===== config.mk =====
export PLATFORM = sky130hd
export DESIGN_NAME = logic_pipe
export DESIGN_NICKNAME = d
export VERILOG_FILES = /design/src/rtl/logic_pipe.sv
export SDC_FILE = /design/constraint.sdc
export NUM_CORES = 1
export LEC_CHECK = 0
export BUFFER_PORTS_ARGS = -buffer_cell sky130_fd_sc_hd__buf_4
export CAP_MARGIN = 20
export CORE_MARGIN = 3
export CORE_UTILIZATION = 45
export DETAILED_ROUTE_END_ITERATION = 16
export HOLD_SLACK_MARGIN = 0.05
export PLACE_DENSITY = 0.67
export SLEW_MARGIN = 25
export SYNTH_ARGS = -nofsm -noshare
export SYNTH_HDL_FRONTEND = slang
export SYNTH_SLANG_ARGS = --single-unit

===== constraint.sdc =====
create_clock -name clk -period 2 [get_ports clk]
set_input_delay 0.6 -clock clk [delete_from_list [all_inputs] [get_ports clk]]
set_output_delay 0.6 -clock clk [all_outputs]
set_load 0.05 [all_outputs]

===== src/rtl/logic_pipe.sv =====
// Two-stage valid/ready pipeline applying one of four bitwise functions to A, B, D,
// with a saturating, clearable count of completed output transfers.
module logic_pipe #(
  parameter int unsigned WIDTH = 8,
  parameter int unsigned CNT_W = 16
) (
  input  logic             clk,
  input  logic             rst_n,
  input  logic             valid_i,
  output logic             ready_o,
  input  logic [WIDTH-1:0] A_i,
  input  logic [WIDTH-1:0] B_i,
  input  logic [WIDTH-1:0] D_i,
  input  logic [1:0]       mode_i,
  output logic             valid_o,
  input  logic             ready_i,
  output logic [WIDTH-1:0] E_o,
  input  logic             clr_i,
  output logic [CNT_W-1:0] xfer_cnt_o
);

  localparam int unsigned MODE_W = 2;

  typedef struct packed {
    logic [WIDTH-1:0]  a;
    logic [WIDTH-1:0]  b;
    logic [WIDTH-1:0]  d;
    logic [MODE_W-1:0] mode;
  } beat_t;

  beat_t            s1_q, s1_d;
  logic             s1_valid_q, s1_valid_d;
  logic [WIDTH-1:0] e_q, e_d;
  logic             valid_q, valid_d;
  logic [CNT_W-1:0] cnt_q, cnt_d;
  logic             s2_en_c, s1_en_c;

  // Result of a beat, always using the mode captured with that beat.
  function automatic logic [WIDTH-1:0] apply_fn(input beat_t bt);
    logic [WIDTH-1:0] r;
    r = '0;
    case (bt.mode)
      2'd0: r = (bt.a & bt.b) | bt.d;
      2'd1: r = (bt.a | bt.b) & bt.d;
      2'd2: r = bt.a ^ bt.b ^ bt.d;
      2'd3: r = ~((bt.a & bt.b) | bt.d);
      default: r = '0;
    endcase
    return r;
  endfunction

  // Stage enables ripple back from ready_i so a full pipe frees up with no bubble.
  assign s2_en_c = !valid_q || ready_i;
  assign s1_en_c = !s1_valid_q || s2_en_c;

  always_comb begin
    s1_d       = s1_q;
    s1_valid_d = s1_valid_q;
    e_d        = e_q;
    valid_d    = valid_q;
    cnt_d      = cnt_q;

    if (s2_en_c) begin
      valid_d = s1_valid_q;
      if (s1_valid_q) begin
        e_d = apply_fn(s1_q);
      end
    end

    if (s1_en_c) begin
      s1_valid_d = valid_i;
      if (valid_i) begin
        s1_d.a    = A_i;
        s1_d.b    = B_i;
        s1_d.d    = D_i;
        s1_d.mode = mode_i;
      end
    end

    // Clear takes priority over a same-cycle transfer; count saturates at all-ones.
    if (clr_i) begin
      cnt_d = '0;
    end else if (valid_q && ready_i && (cnt_q != {CNT_W{1'b1}})) begin
      cnt_d = cnt_q + CNT_W'(1);
    end
  end

  always_ff @(posedge clk or negedge rst_n) begin
    if (!rst_n) begin
      s1_q       <= '0;
      s1_valid_q <= 1'b0;
      e_q        <= '0;
      valid_q    <= 1'b0;
      cnt_q      <= '0;
    end else begin
      s1_q       <= s1_d;
      s1_valid_q <= s1_valid_d;
      e_q        <= e_d;
      valid_q    <= valid_d;
      cnt_q      <= cnt_d;
    end
  end

  assign ready_o    = s1_en_c;
  assign valid_o    = valid_q;
  assign E_o        = e_q;
  assign xfer_cnt_o = cnt_q;

endmodule


==> impl_results.md <==
* Clock sinks at 52
* Final slew viol count at 0
* Post-DRT Antenna Nets at 0
* CTS tree: done
* FF+latch area at 1310 um2
* Post-DR vias/cell at 5.52
* Vias at 2,330
* Final GP Congestion at 0.812
* Crit path required time at 1400 ps
* Port buffer count at 56
* Crit path time final at 1850 ps
* DIE WIDTH at 86.1 um
* Fmax at 540 MHz
* Hold Vio Cnt, Final at 0
* DR WL/cell at 14.8 um
* Reg clk slew, reported paths at 100 ps
* Yosys warning count at 0
* Pleak at 1.69 nW
* Post-synthesis sequential area ratio at 45.1%
* Final period utilization at 92.6%
* Pwr/cell area at 788 nW/um2
* Synth top area share at 45.1%
* Synth Cell Area at 2880 um2
* Core ar. at 6060 um2
* Synth cell types at 36
* # setup viols final at 0
* Root buffer cell: clkbuf_8
* Setup CP Type: in -> out
* Worst hold margin at 162 ps
* Net count, final at 394
* Largest cells by area after synthesis: dfrtp_1 (45%), mux2_2 (12%), ha_1 (7.4%), nor2_1 (5.1%), inv_1 (3.8%)
* Reg2Reg Depth at 5
* Max clock buf depth at 2
* Reg-to-reg slack, setup at 250 ps
* Max-slew headroom at 59.9%
* Setup TNS at 0 ps
* Post-detail-place hpwl at 4.52 mm
* DRT Wirelength at 6.26 mm
* Fillers at 528
* Net Count, Synth at 334
* Worst slew pin tran at 602 ps
* Clk_skew at 9.73 ps
* Die ar. at 7410 um2
* Reg2reg start: xfer_cnt_o[0]
* Row count at 28
* Crit start category: input port
* Starting Density at 47.6%
* Max-cap viol count at 0
* Status: completed
* Multi-input combinational cell area at 1480 um2
* CP arrival at 1250 ps
* Final Cell Area at 3590 um2
* Syn Area/Cell at 10.1 um2
* Congestion Overflow GR at 0
* H-Tree Depth at 2
* ANT cells at 0
* Fin util at 59.2%
* Largest net degree at the start of global routing at 34
* Layout cells sized above 1 at 32.0%
* Tot GR Track Use at 18.6%
* Post-CTS setup buffers at 0
* RR Endpoint: xfer_cnt_o[14]
* Synth Instances at 286
* First-pass GRT wire length at 11.1 mm
* Peak supply drop at 0.583 mV
* Residual DRC at 0
* Synth area leader: dfrtp_1
* DRC violation total after the first TritonRoute iteration at 85
* Initial antenna violation count at 0
* Crit. End Element: output port
* Boundary Pins at 57
* Die Y at 86.1 um
* Latest clock arrival within the worst-skew pair at 310 ps
* Vias in the first global route at 2,385
* Critical Path Fanout Max at 6
* Hold Buf Count CTS at 0
* Drt first pass iters at 4
* Placed cell area at 3500 um2
* FF+latch count, synth at 52
* Post-cts sizing count at 0
* RSZ-0062 raised after global routing: no
* Total CTS buffers at 5
* Total chip power at 2.83 mW
* Area grow syn2layout at 24.4%
* Worst Hold Class: in -> async
## cell usage after synthesis (all sizes together)
| cell type | instances |
|---|---|
| a2111oi | 8 |
| a211oi | 4 |
| a21oi | 17 |
| a221oi | 6 |
| a31oi | 1 |
| and2 | 2 |
| and3 | 1 |
| and4 | 4 |
| and4bb | 1 |
| buf | 4 |
| clkbuf | 8 |
| dfrtp | 52 |
| ha | 17 |
| inv | 29 |
| mux2 | 31 |
| mux2i | 2 |
| nand2 | 5 |
| nand2b | 5 |
| nand3 | 7 |
| nand3b | 1 |
| nand4 | 6 |
| nor2 | 39 |
| nor2b | 5 |
| nor3 | 5 |
| nor4 | 3 |
| o21ai | 5 |
| o22ai | 8 |
| o31ai | 3 |
| or3 | 4 |
| or4 | 3 |
## cells in the final DEF, fill, tap and decap left out, types with 2 or more instances in the layout
master and instances:
buf_4 63, dfrtp_1 49, nor2_1 39, inv_1 29
a21oi_1 17, ha_1 17, mux2_2 16, mux2_4 14
o22ai_1 8, a2111oi_0 8, nand4_1 6, nand3_1 6
a221oi_1 6, nor2b_1 5, o21ai_0 5, nand2b_1 5
clkbuf_8 5, and4_1 4, nand2_1 4, nor3_1 4
or3_1 4, a211oi_1 4, o31ai_1 3, or4_1 3
dfrtp_2 3, mux2i_1 2, nor4_2 2, and2_1 2
buf_12 2
## layer usage
metal  GRT usage (%)  vias up  part of all wire (%)
met4            4.89        0                   1.1
met3            3.46        7                   5.4
met5               0        -                     0
met2            31.4       65                    50
met1            24.4     1116                    44
li1                -     1142                     -
## per-stage QoR
step           std cells  worst slack [ps]
2_1_floorplan        286             -64.4
3_3_place_gp         414               121
3_5_place_dp         414               104
4_1_cts              422               144
5_1_grt              422              99.4
6_report             422               148
## worst max-delay path by stage
stage,cells after the start,slack [ps],end,startpoint
detailed placement,5,100,xfer_cnt_o[14],ready_i
CTS,3,140,ready_o,ready_i
global placement,5,120,xfer_cnt_o[14],ready_i
global route,3,100,ready_o,ready_i
floorplan,4,-60,s1_q[19],ready_i
finish,3,150,ready_o,ready_i
## where the power goes
group | internal (mW) | leakage (nW) | total, mW | switching (mW)
Combinational | 0.381 | 1.01 | 0.897 | 0.516
Sequential | 1.19 | 0.632 | 1.32 | 0.131
Clock | 0.250 | 0.0414 | 0.611 | 0.361
Total | 1.82 | 1.69 | 2.83 | 1.01
## flip-flops by register name, indices dropped and copies added (netlist names)
register and count:
valid_o 1, s1_valid_q 1, xfer_cnt_o 16, s1_q 26, E_o 8
## kinds of logic (layout without fill, tap and decap cells)
family / count (synthesis) / count (layout) / synth area share [%]
fa+ha+maj: 17 / 17 / 7.38
simple gates: 91 / 91 / 17.2
mux: 33 / 33 / 12.8
flops: 52 / 52 / 45.1
buf+inv: 41 / 102 / 5.68
compound gates: 52 / 52 / 11.8
## critical path: stages
cell and delay (ps):
buf_4 130, nand3b_1 260, buf_4 260
## final cells by class
cell class / count / area share, %
Timing Repair Buffer: 65 / 14.3
Multi-Input combinational cell: 193 / 41.2
Inverter: 29 / 3.03
Clock buffer: 6 / 2.02
Clock inverter: 2 / 0.453
Tap cell: 75 / 2.62
Sequential cell: 52 / 36.4
Power figures use the tool's default switching activity.
